## src/rtl/axil_gpio_pkg.sv

```systemverilog
// Shared definitions for the AXI4-Lite GPIO block: register map, response codes,
// FSM state types and the byte-lane merge helper.
package axil_gpio_pkg;

  localparam logic [31:0] OFF_DATA  = 32'h000;
  localparam logic [31:0] OFF_TRI   = 32'h004;
  localparam logic [31:0] CH_STRIDE = 32'h010;
  localparam logic [31:0] OFF_GIER  = 32'h11C;
  localparam logic [31:0] OFF_ISR   = 32'h120;
  localparam logic [31:0] OFF_IER   = 32'h128;

  localparam logic [1:0] RESP_OKAY   = 2'b00;
  localparam logic [1:0] RESP_SLVERR = 2'b10;

  typedef enum logic {W_IDLE, W_RESP} wState_e;
  typedef enum logic {R_IDLE, R_DATA} rState_e;

  typedef enum logic [2:0] {
    SEL_NONE,
    SEL_DATA,
    SEL_TRI,
    SEL_GIER,
    SEL_ISR,
    SEL_IER
  } regSel_e;

  typedef struct packed {
    regSel_e    sel;
    logic [1:0] ch;
  } regHit_t;

  // Replace only the byte lanes whose strobe bit is set.
  function automatic logic [31:0] mergeStrb(input logic [31:0] oldVal,
                                            input logic [31:0] newVal,
                                            input logic [3:0]  strb);
    logic [31:0] result;
    for (int i = 0; i < 4; i++) begin
      result[i*8 +: 8] = strb[i] ? newVal[i*8 +: 8] : oldVal[i*8 +: 8];
    end
    return result;
  endfunction

endpackage

```

## src/rtl/axil_gpio_sync.sv

```systemverilog
// Parametrised-width two-flop synchroniser for asynchronous GPIO inputs.
module axil_gpio_sync
  import axil_gpio_pkg::*;
#(
  parameter int WIDTH = 8
) (
  input  logic             clk_i,
  input  logic             rst_ni,
  input  logic [WIDTH-1:0] d_i,
  output logic [WIDTH-1:0] q_o
);

  logic [WIDTH-1:0] metaStage_q;
  logic [WIDTH-1:0] syncStage_q;

  always_ff @(posedge clk_i) begin
    if (!rst_ni) begin
      metaStage_q <= '0;
      syncStage_q <= '0;
    end else begin
      metaStage_q <= d_i;
      syncStage_q <= metaStage_q;
    end
  end

  assign q_o = syncStage_q;

endmodule

```

## src/rtl/axil_gpio_n.sv

```systemverilog
// Multi-channel AXI4-Lite GPIO with per-channel DATA/TRI registers.
// Optional change-detect interrupt block enabled by defining AXIL_GPIO_N_IRQ_EN.
module axil_gpio_n
  import axil_gpio_pkg::*;
#(
  parameter int GPIO_WIDTH = 8,
  parameter int NUM_CH     = 2,
  parameter int ADDR_WIDTH = 9
) (
  input  logic                         s_axi_aclk,
  input  logic                         s_axi_aresetn,
  input  logic [ADDR_WIDTH-1:0]        s_axi_awaddr,
  input  logic                         s_axi_awvalid,
  output logic                         s_axi_awready,
  input  logic [31:0]                  s_axi_wdata,
  input  logic [3:0]                   s_axi_wstrb,
  input  logic                         s_axi_wvalid,
  output logic                         s_axi_wready,
  output logic [1:0]                   s_axi_bresp,
  output logic                         s_axi_bvalid,
  input  logic                         s_axi_bready,
  input  logic [ADDR_WIDTH-1:0]        s_axi_araddr,
  input  logic                         s_axi_arvalid,
  output logic                         s_axi_arready,
  output logic [31:0]                  s_axi_rdata,
  output logic [1:0]                   s_axi_rresp,
  output logic                         s_axi_rvalid,
  input  logic                         s_axi_rready,
  input  logic [NUM_CH*GPIO_WIDTH-1:0] gpio_io_i,
  output logic [NUM_CH*GPIO_WIDTH-1:0] gpio_io_o,
  output logic [NUM_CH*GPIO_WIDTH-1:0] gpio_io_t,
  output logic                         ip2intc_irpt
);

  typedef logic [NUM_CH-1:0][GPIO_WIDTH-1:0] chVec_t;

  wState_e     wState_q, wState_d;
  rState_e     rState_q, rState_d;
  chVec_t      dataReg_q, dataReg_d;
  chVec_t      triReg_q, triReg_d;
  chVec_t      gpioSync;
  logic [1:0]  bresp_q, bresp_d;
  logic [1:0]  rresp_q, rresp_d;
  logic [31:0] rdata_q, rdata_d;
  logic        wrAccept;
  logic        rdAccept;
  regHit_t     wrHit;
  regHit_t     rdHit;

`ifdef AXIL_GPIO_N_IRQ_EN
  chVec_t             gpioPrev_q;
  logic               gierReg_q, gierReg_d;
  logic [NUM_CH-1:0]  ierReg_q, ierReg_d;
  logic [NUM_CH-1:0]  isrReg_q, isrReg_d;
  logic [NUM_CH-1:0]  isrClr;
  logic [NUM_CH-1:0]  chChange;
`endif

  // Full-address decode; anything not matching a live register is an error slot.
  function automatic regHit_t decode(input logic [ADDR_WIDTH-1:0] addr);
    logic [31:0] a;
    regHit_t     hit;
    a       = 32'(addr);
    hit.sel = SEL_NONE;
    hit.ch  = '0;
    for (int c = 0; c < NUM_CH; c++) begin
      if (a == CH_STRIDE * 32'(c) + OFF_DATA) begin
        hit.sel = SEL_DATA;
        hit.ch  = 2'(c);
      end
      if (a == CH_STRIDE * 32'(c) + OFF_TRI) begin
        hit.sel = SEL_TRI;
        hit.ch  = 2'(c);
      end
    end
`ifdef AXIL_GPIO_N_IRQ_EN
    if (a == OFF_GIER) hit.sel = SEL_GIER;
    if (a == OFF_ISR)  hit.sel = SEL_ISR;
    if (a == OFF_IER)  hit.sel = SEL_IER;
`endif
    return hit;
  endfunction

  axil_gpio_sync #(
    .WIDTH(NUM_CH * GPIO_WIDTH)
  ) u_sync (
    .clk_i (s_axi_aclk),
    .rst_ni(s_axi_aresetn),
    .d_i   (gpio_io_i),
    .q_o   (gpioSync)
  );

  assign wrHit    = decode(s_axi_awaddr);
  assign rdHit    = decode(s_axi_araddr);
  assign wrAccept = s_axi_aresetn && (wState_q == W_IDLE) && s_axi_awvalid && s_axi_wvalid;
  assign rdAccept = s_axi_aresetn && (rState_q == R_IDLE) && s_axi_arvalid;

  // Write channel: one-cycle ready pulse, then hold the response until bready.
  always_comb begin
    wState_d  = wState_q;
    bresp_d   = bresp_q;
    dataReg_d = dataReg_q;
    triReg_d  = triReg_q;
`ifdef AXIL_GPIO_N_IRQ_EN
    gierReg_d = gierReg_q;
    ierReg_d  = ierReg_q;
    isrClr    = '0;
`endif
    case (wState_q)
      W_IDLE: begin
        if (wrAccept) begin
          wState_d = W_RESP;
          bresp_d  = (wrHit.sel == SEL_NONE) ? RESP_SLVERR : RESP_OKAY;
          for (int c = 0; c < NUM_CH; c++) begin
            if (wrHit.ch == 2'(c)) begin
              case (wrHit.sel)
                SEL_DATA: dataReg_d[c] = GPIO_WIDTH'(mergeStrb(32'(dataReg_q[c]), s_axi_wdata, s_axi_wstrb));
                SEL_TRI:  triReg_d[c]  = GPIO_WIDTH'(mergeStrb(32'(triReg_q[c]), s_axi_wdata, s_axi_wstrb));
                default: ;
              endcase
            end
          end
`ifdef AXIL_GPIO_N_IRQ_EN
          case (wrHit.sel)
            SEL_GIER: if (s_axi_wstrb[3]) gierReg_d = s_axi_wdata[31];
            SEL_IER:  if (s_axi_wstrb[0]) ierReg_d = s_axi_wdata[NUM_CH-1:0];
            SEL_ISR:  if (s_axi_wstrb[0]) isrClr = s_axi_wdata[NUM_CH-1:0];
            default: ;
          endcase
`endif
        end
      end
      W_RESP: begin
        if (s_axi_bready) wState_d = W_IDLE;
      end
      default: wState_d = W_IDLE;
    endcase
  end

  // Read channel: capture from current register state, so a same-cycle write is not seen.
  always_comb begin
    rState_d = rState_q;
    rdata_d  = rdata_q;
    rresp_d  = rresp_q;
    case (rState_q)
      R_IDLE: begin
        if (rdAccept) begin
          rState_d = R_DATA;
          rresp_d  = RESP_OKAY;
          rdata_d  = '0;
          case (rdHit.sel)
            SEL_DATA: begin
              for (int c = 0; c < NUM_CH; c++) begin
                if (rdHit.ch == 2'(c))
                  rdata_d = 32'((gpioSync[c] & triReg_q[c]) | (dataReg_q[c] & ~triReg_q[c]));
              end
            end
            SEL_TRI: begin
              for (int c = 0; c < NUM_CH; c++) begin
                if (rdHit.ch == 2'(c)) rdata_d = 32'(triReg_q[c]);
              end
            end
`ifdef AXIL_GPIO_N_IRQ_EN
            SEL_GIER: rdata_d = {gierReg_q, 31'b0};
            SEL_IER:  rdata_d = 32'(ierReg_q);
            SEL_ISR:  rdata_d = 32'(isrReg_q);
`endif
            default:  rresp_d = RESP_SLVERR;
          endcase
        end
      end
      R_DATA: begin
        if (s_axi_rready) rState_d = R_IDLE;
      end
      default: rState_d = R_IDLE;
    endcase
  end

`ifdef AXIL_GPIO_N_IRQ_EN
  // A new change event wins over a simultaneous clear so no edge is lost.
  always_comb begin
    for (int c = 0; c < NUM_CH; c++) begin
      chChange[c] = |(gpioSync[c] ^ gpioPrev_q[c]);
    end
    isrReg_d = (isrReg_q & ~isrClr) | chChange;
  end
`endif

  always_ff @(posedge s_axi_aclk) begin
    if (!s_axi_aresetn) begin
      wState_q  <= W_IDLE;
      rState_q  <= R_IDLE;
      dataReg_q <= '0;
      triReg_q  <= '1;
      bresp_q   <= RESP_OKAY;
      rresp_q   <= RESP_OKAY;
      rdata_q   <= '0;
`ifdef AXIL_GPIO_N_IRQ_EN
      gpioPrev_q <= '0;
      gierReg_q  <= 1'b0;
      ierReg_q   <= '0;
      isrReg_q   <= '0;
`endif
    end else begin
      wState_q  <= wState_d;
      rState_q  <= rState_d;
      dataReg_q <= dataReg_d;
      triReg_q  <= triReg_d;
      bresp_q   <= bresp_d;
      rresp_q   <= rresp_d;
      rdata_q   <= rdata_d;
`ifdef AXIL_GPIO_N_IRQ_EN
      gpioPrev_q <= gpioSync;
      gierReg_q  <= gierReg_d;
      ierReg_q   <= ierReg_d;
      isrReg_q   <= isrReg_d;
`endif
    end
  end

  assign s_axi_awready = wrAccept;
  assign s_axi_wready  = wrAccept;
  assign s_axi_arready = rdAccept;
  assign s_axi_bvalid  = s_axi_aresetn && (wState_q == W_RESP);
  assign s_axi_rvalid  = s_axi_aresetn && (rState_q == R_DATA);
  assign s_axi_bresp   = bresp_q;
  assign s_axi_rresp   = rresp_q;
  assign s_axi_rdata   = rdata_q;
  assign gpio_io_o     = dataReg_q;
  assign gpio_io_t     = triReg_q;

`ifdef AXIL_GPIO_N_IRQ_EN
  assign ip2intc_irpt = s_axi_aresetn & gierReg_q & (|(isrReg_q & ierReg_q));
`else
  assign ip2intc_irpt = 1'b0;
`endif

endmodule

```

## config.mk

```make
export PLATFORM = sky130hd
export DESIGN_NAME = axil_gpio_n
export DESIGN_NICKNAME = d
export VERILOG_FILES = /design/src/rtl/axil_gpio_pkg.sv /design/src/rtl/axil_gpio_sync.sv /design/src/rtl/axil_gpio_n.sv
export SDC_FILE = /design/constraint.sdc
export NUM_CORES = 1
export LEC_CHECK = 0
export ABC_AREA = 1
export BUFFER_PORTS_ARGS = -buffer_cell sky130_fd_sc_hd__buf_2
export CAP_MARGIN = 0
export CORE_MARGIN = 1.5
export CORE_UTILIZATION = 53
export CTS_BUF_LIST = sky130_fd_sc_hd__clkbuf_8
export DETAILED_ROUTE_END_ITERATION = 7
export PLACE_DENSITY = 0.87
export SLEW_MARGIN = 40
export SYNTH_ARGS = -nofsm -noshare
export SYNTH_HDL_FRONTEND = slang
export SYNTH_SLANG_ARGS = --single-unit
```

## constraint.sdc

```tcl
create_clock -name s_axi_aclk -period 4.34 [get_ports s_axi_aclk]
set_input_delay 0.217 -clock s_axi_aclk [delete_from_list [all_inputs] [get_ports s_axi_aclk]]
set_output_delay 0.217 -clock s_axi_aclk [all_outputs]
set_load 0.02 [all_outputs]
```

==> results by group, run 1 <==
STA
  – Setup TNS: 0 ns
  – Tcrit/Tclk final: 42.5%
  – Tightest Pin Transition: about 0.68 ns
  – Fmax: approximately 0.54 GHz
  – Count of final hold-check violations: 0
  – Final worst slack: around 2.5 ns
  – Post-route clock skew: 0.0106 ns
  – Final Setup Violations: 0
  – Worst rel slew slack: between 50 and 60%
  – RSZ-0062 raised after global routing: no
  – Count of pins over their slew limit: 0
  – Crit path time final: between 1.5 and 2 ns

Drt
  – Top sig layer: met4
  – Metal1 wirelength: approximately 3300 microns
  – First-pass detailed-route iteration total: 6
  – Drt initial violations: 333
  – DRC Markers: 0
  – WL met2: between 3000 and 4000 microns
  – WL/cell: ~12 microns
  – Routed Antenna Nets: 0
  – Vias per cell: between 4 and 5
  – Detailed-route via count: ~3,300
  – Total routed wirelength: ~8000 microns
  – Routed length on met3: 736 microns

Setup path
  – Arrival time worst endpoint: 2.13 ns
  – CP max stage delay: between 0.6 and 0.7 ns
  – Worst EP required: ~4.6 ns
  – CP bufs+invs: 2
  – CP max stage cell: ha_1
  – Crit start category: input pin
  – CP top delay family: simple AND/OR/NAND/NOR gates
  – Reg2reg setup slack: roughly 2.6 ns
  – Worst reg2reg path depth: 5
  – Critical-path cell list: buf_2 -> nor2_1 -> nand3_1 -> nor3_1 -> ha_1 -> nand3_1 -> nand2_1 -> inv_1 -> nand2_1 -> nand3_1 -> a21oi_1
  – Worst R2R End: s_axi_rdata[4]
  – Top cell by count, worst path: nand3_1
  – Worst-path maximum fanout: 16
  – CP endpoint kind: flip-flop
  – Critical Path Start: s_axi_araddr[3]
  – Critical setup path kind: input pin to flip-flop
  – R2r startpoint: rState_q

Pwr
  – Logic pwr share: under 10%
  – NetSw: between 300 and 400 uW
  – Sw Ratio: between 20% and 30%
  – Pleak: roughly 2.4 nW
  – Internal: around 1.0 mW
  – Pwr/cell area: around 330 nW/um^2
  – Sequential power share: a little over half
  – Clk pwr share: between 30% and 40%
  – IR drop worst, VDD: 0.000284 V

Synthesis
  – Synth Cell Area: about 3500 sq um
  – Library cells used by synthesis: 25
  – Async set or reset register ratio after synthesis: 0%
  – Synth Instances: about 500
  – Most numerous cell in the Yosys netlist: nand2_1
  – Number of synthesized flops with an enable pin: 0
  – Post-synth top cells: nand2_1, inv_1, dfxtp_1, nand3_1, buf_4
  – Synth area leader: dfxtp_1
  – YS warnings: 0
  – Mean Syn Cell Area: approximately 7.0 sq um
  – Flops & latches, synth: 76
  – Synth area leaders: dfxtp_1, nand2_1, inv_1
  – Share of the synthesized area in the top cell type: 43.7%
  – Main synth FF type: dfxtp_1
  – Sequential element share of the synthesized area: a little over two fifths

Run
  – Max Cap Viol: 0

Layout
  – Area Overhead vs Synth: 17.2%
  – # diodes: 0
  – Nets@finish: 667
  – Share of cells above drive strength 1: between 20% and 30%
  – Post-Layout Inst Area: 4080 sq um
  – Final Util: ~64%
  – Final std cells w/o fill: 670

Clock network
  – Root Buffer Master: clkbuf_8
  – CTS tree: yes
  – Clock Latency Late Sink: about 0.36 ns
  – Postcts setup bufs: 0
  – Clock Tree Buf Depth: 2
  – H-tree levels: 3
  – Clock Sinks: 76
  – Total CTS buffers: 9
  – Clk slew on worst S/H paths: around 0.080 ns
  – Post-CTS Resized: 0
  – Cts hold-fix bufs: 0

Placement
  – Hpwl dp: 5760 microns
  – DP Worst Slack: 2.18 ns
  – Number of I/O port buffers: between 90 and 100
  – Area of placed instances: ~3900 sq um
  – Placed cell count: 654
  – RePlAce Congestion: between 0.8 and 0.9

Global route
  – GRT Total Usage: approximately 24%
  – Pin count of the biggest net entering global routing: 42
  – Number of global-route vias before repair: around 3,000
  – Overflow after GRT: 0
  – First-pass GRT wire length: about 14,000 microns
  – Initial antenna violation count: 0

Min path
  – Worst Hold Class: input pin to flip-flop
  – Hold endpoint: wState_q
  – Hold path depth: 2
  – Hold path startpoint: s_axi_bready

Floorplanning
  – Die Y: ~84 microns
  – Die area: slightly above 7000 sq um
  – FP Rows: 29
  – Core Area: ~6300 sq um
  – Initial core utilization: a little over half
  – Top Ports: roughly 150
  – Die width: between 80 and 90 microns

Status
  – Status: finished, final reports clean
==> state kept, by name (all words and copies together) (netlist names) <==
signal,flops
gpio_io_o,16
rState_q,1
s_axi_rdata,8
gpio_io_t,16
wState_q,1
u_sync.q_o,16
u_sync.metaStage_q,16
s_axi_rresp,1
s_axi_bresp,1
==> power by group through the flow <==
stage	clock network [mW]	logic, mW	registers, mW
final	0.545	0.103	0.718
after global routing	0.589	0.115	0.719
after global placement	0	0.0985	0.734
after floorplan	0	0.0819	0.735
after CTS	0.555	0.102	0.718
after detailed placement	0	0.102	0.734
==> stage by stage <==
stage	power, mW	hold WS [ns]
floorplan	0.816	0.315
global route	1.42	0.0284
detailed placement	0.836	0.395
finish	1.37	0.0405
CTS	1.37	0.0296
global placement	0.832	0.393
==> per-layer routing <==
| layer | vias up | track usage (%) |
|---|---|---|
| li1 | 1644 | - |
| met1 | 1467 | 30.1 |
| met3 | 20 | 6.82 |
| met5 | - | 0 |
| met2 | 168 | 40.8 |
| met4 | 0 | 9.09 |
==> layout by cell type (no fill, tap or decap), types with 8 or more instances in the layout <==
cell / Yosys / layout
o211ai_1: 8 / 8
a21oi_1: 16 / 16
nand3_1: 45 / 45
conb_1: 1 / 27
dfxtp_1: 76 / 76
nor2_1: 26 / 26
clkbuf_8: 0 / 10
inv_1: 92 / 93
nand2_1: 152 / 152
nand4_1: 17 / 17
buf_2: 4 / 96
==> cell families after synthesis <==
family                   after synthesis  share of synthesized area, %
AO/OA/AOI/OAI                         29                          4.78
flip-flops                            76                          43.7
adder cells (fa/ha/maj)                2                         0.719
AND/OR/NAND/NOR                      252                          32.3
other                                  1                         0.108
buffers and inverters                138                          18.4
==> cell type report <==
type	count	area, sq um
inverter	94	353
clock inverter	6	65.1
tap	77	96.3
clock buffer	10	138
timing repair buffer	97	488
multi-input combinational	310	1420
fill	558	2270
sequential	76	1520
==> worst max-delay path by stage <==
stage	end	slack (ns)	cells after the start
after CTS	s_axi_rdata[6]	2.54	11
after detailed placement	s_axi_rdata[4]	2.18	11
after floorplan	s_axi_rdata[5]	2.67	12
final	s_axi_rdata[4]	2.50	11
after global placement	s_axi_rdata[4]	2.24	11
after global routing	s_axi_rdata[7]	2.29	11
No activity file was read; power rests on OpenSTA's default activity.
==> run 2: changes to the inputs <==
--- a/config.mk
+++ b/config.mk
@@ -5,14 +5,14 @@
 export SDC_FILE = /design/constraint.sdc
 export NUM_CORES = 1
 export LEC_CHECK = 0
-export ABC_AREA = 1
+export ABC_AREA = 0
 export BUFFER_PORTS_ARGS = -buffer_cell sky130_fd_sc_hd__buf_2
 export CAP_MARGIN = 0
 export CORE_MARGIN = 1.5
-export CORE_UTILIZATION = 53
+export CORE_UTILIZATION = 43
 export CTS_BUF_LIST = sky130_fd_sc_hd__clkbuf_8
 export DETAILED_ROUTE_END_ITERATION = 7
-export PLACE_DENSITY = 0.87
+export PLACE_DENSITY = 0.77
 export SLEW_MARGIN = 40
 export SYNTH_ARGS = -nofsm -noshare
 export SYNTH_HDL_FRONTEND = slang
==> constraint.sdc (replaced) <==
create_clock -name s_axi_aclk -period 1.6 [get_ports s_axi_aclk]
set_input_delay 0.08 -clock s_axi_aclk [delete_from_list [all_inputs] [get_ports s_axi_aclk]]
set_output_delay 0.08 -clock s_axi_aclk [all_outputs]
set_load 0.02 [all_outputs]
==> results by group, run 2 <==
Synthesis
  – Async set or reset register ratio after synthesis: 0% (unchanged)
  – Sequential element share of the synthesized area: 47.9% (+4.1 points)
  – Share of the synthesized area in the top cell type: 47.9% (+4.1 points)
  – Library cells used by synthesis: 36 (+44%)
  – Flops & latches, synth: 76 (unchanged)
  – Mean Syn Cell Area: 9.66 sq um (+38%)
  – Synth Cell Area: 3180 sq um (-8.7%)
  – Synth area leader: dfxtp_1
  – Post-synth top cells: dfxtp_1, and2_1, buf_4, mux2i_1, inv_1
  – Synth area leaders: dfxtp_1, mux2i_1, and2_1
  – Main synth FF type: dfxtp_1
  – Most numerous cell in the Yosys netlist: dfxtp_1
  – Number of synthesized flops with an enable pin: 0 (unchanged)
  – YS warnings: 0 (unchanged)
  – Synth Instances: 329 (-34%)

Pwr
  – Pwr/cell area: 935 nW/um^2 (+180%)
  – IR drop worst, VDD: 0.000504 V (+77%)
  – Overall Power: 4.11 mW (+200%)
  – Pleak: 2.11 nW (-11%)

Layout
  – Final Util: 61.0% (-3.3 points)
  – Most frequent cells in the layout: buf_2, dfxtp_1, and2_1
  – Final std cells w/o fill: 563 (-16%)
  – Area Overhead vs Synth: 38.4%
  – # diodes: 0 (unchanged)
  – Nets@finish: 538 (-19%)
  – Most common cell after layout, fill and taps aside: buf_2
  – Share of cells above drive strength 1: 32.8% (+12 points)

STA
  – Tcrit/Tclk final: 115%
  – Final Setup Violations: 8 (+8)
  – Count of pins over their slew limit: 0 (unchanged)
  – Min Hold Slack: 0.0157 ns (-0.0249 ns)
  – Final worst slack: -0.235 ns (-2.73 ns)
  – Fmax: around 0.55 GHz
  – RSZ-0062 raised after global routing: yes
  – Post-route clock skew: 0.00896 ns (-0.00166 ns)
  – Crit path time final: roughly 1.8 ns
  – Count of final hold-check violations: 0 (unchanged)

Setup path
  – Worst EP required: 1.83 ns (-2.80 ns)
  – Critical Path Start: s_axi_araddr[8]
  – Arrival time worst endpoint: 2.07 ns (-0.06 ns)
  – Crit start category: input pin
  – Critical setup path kind: input pin to flip-flop
  – Worst reg2reg path depth: 6 (+1)
  – Worst-path maximum fanout: 12 (-4)
  – CP endpoint kind: flip-flop
  – R2r startpoint: wState_q
  – Reg2reg setup slack: 0.12 ns (-2.49 ns)

Clock network
  – CTS tree: yes
  – Total CTS buffers: 9 (unchanged)
  – H-tree levels: 3 (unchanged)
  – Clock Tree Buf Depth: 2 (unchanged)
  – Root Buffer Master: clkbuf_8
  – Clock Sinks: 76 (unchanged)
  – Clock Latency Late Sink: 0.34 ns (-0.02 ns)
  – Clk slew on worst S/H paths: 0.08 ns (about the same)

Floorplanning
  – Core Area: 7210 sq um (+14%)
  – Die width: 89.0 microns (+5.9%)
  – Initial core utilization: 44.1% (-11 points)
  – FP Rows: 31 (+6.9%)
  – Top Ports: 151 (unchanged)
  – Die area: 7920 sq um (+12%)
  – Die Y: 89.0 microns (+5.9%)

Drt
  – DRC Markers: 0 (unchanged)
  – First-pass detailed-route iteration total: 4 (-2)
  – Vias per cell: 4.76 (-3.3%)
  – Drt initial violations: 127 (-62%)
  – Routed Antenna Nets: 0 (unchanged)
  – Detailed-route via count: 2,681 (-19%)
  – WL/cell: 13.4 microns (+11%)
  – Total routed wirelength: 7530 microns (-6.6%)

Global route
  – Overflow after GRT: 0 (unchanged)
  – Pin count of the biggest net entering global routing: 51 (+21%)
  – Initial antenna violation count: 0 (unchanged)
  – First-pass GRT wire length: 12,000 microns (-13%)
  – Number of global-route vias before repair: 2,528 (-15%)
  – GRT Total Usage: 19.8% (-4.7 points)

Min path
  – Worst Hold Class: input pin to flip-flop
  – Hold path depth: 3 (+1)
  – Hold path startpoint: s_axi_wdata[3]

Run
  – Max Cap Viol: 0 (unchanged)

Placement
  – DP Worst Slack: -0.648 ns (-2.83 ns)
  – Placed cell count: 524 (-20%)
  – Number of I/O port buffers: 96 (unchanged)
  – Hpwl dp: 5240 microns (-9.0%)
  – RePlAce Congestion: 0.824 (-5.3%)

Status
  – Failing checks: negative setup slack
  – Status: finished with violations
==> run 2: worst max-delay path, cell delays in order <==
cell and delay [ns]:
buf_2 0.09, or4_4 0.55, nor4_4 0.18, and2_4 0.19
inv_2 0.04, ha_4 0.20, a21o_1 0.17, a211o_1 0.30
a32o_1 0.26
==> run 2: stage by stage <==
step / setup TNS (ns) / cell area (sq um)
2_1_floorplan: -4.19 / 3340
3_3_place_gp: -4.87 / 3800
3_5_place_dp: -5.30 / 3800
4_1_cts: -1.29 / 4360
5_1_grt: -2.37 / 4400
6_report: -1.69 / 4400
==> run 2: cells by family after synthesis <==
logic type	after synthesis	share of synthesized area (%)
muxes	27	8.50
AOI/OAI and AO/OA	61	13.4
and+or+nand+nor	95	17.7
other	1	0.118
buffers and inverters	67	11.6
DFF	76	47.9
adders and majority gates	2	0.787
==> run 2: layout make-up <==
type,count,area [sq um]
clock inverter,7,140
inverter,21,78.8
clock buffer,9,124
multi-input combinational,212,1510
fill,633,2820
tap,99,124
timing repair buffer,139,902
sequential,76,1520
==> run 2: where the power goes <==
group | switching [mW] | total, mW | internal [mW]
sequential | 0.0150 | 1.95 | 1.93
clock | 0.674 | 1.86 | 1.19
combinational | 0.168 | 0.300 | 0.132
total | 0.857 | 4.11 | 3.26
==> run 2: final timing paths <==
kind | end
max | s_axi_rdata[3]
min | gpio_io_t[11]
max reg2reg | gpio_io_t[15]
min reg2reg | u_sync.q_o[9]
==> run 2: timing repair <==
item	in CTS	in global routing
hold buffers	22	0
resized for setup	15	9
endpoints found under the hold margin	23	0
setup buffers	1	0
endpoints found under the setup margin	8	20
pin swaps	1	4
==> run 2: routing by layer <==
metal / GRT usage (%) / share of wire (%) / up-vias
li1: - / - / 1326
met1: 24.0 / 44 / 1257
met2: 33.8 / 49 / 84
met3: 4.43 / 5.1 / 14
met4: 8.67 / 2.1 / 0
met5: 0 / 0 / -
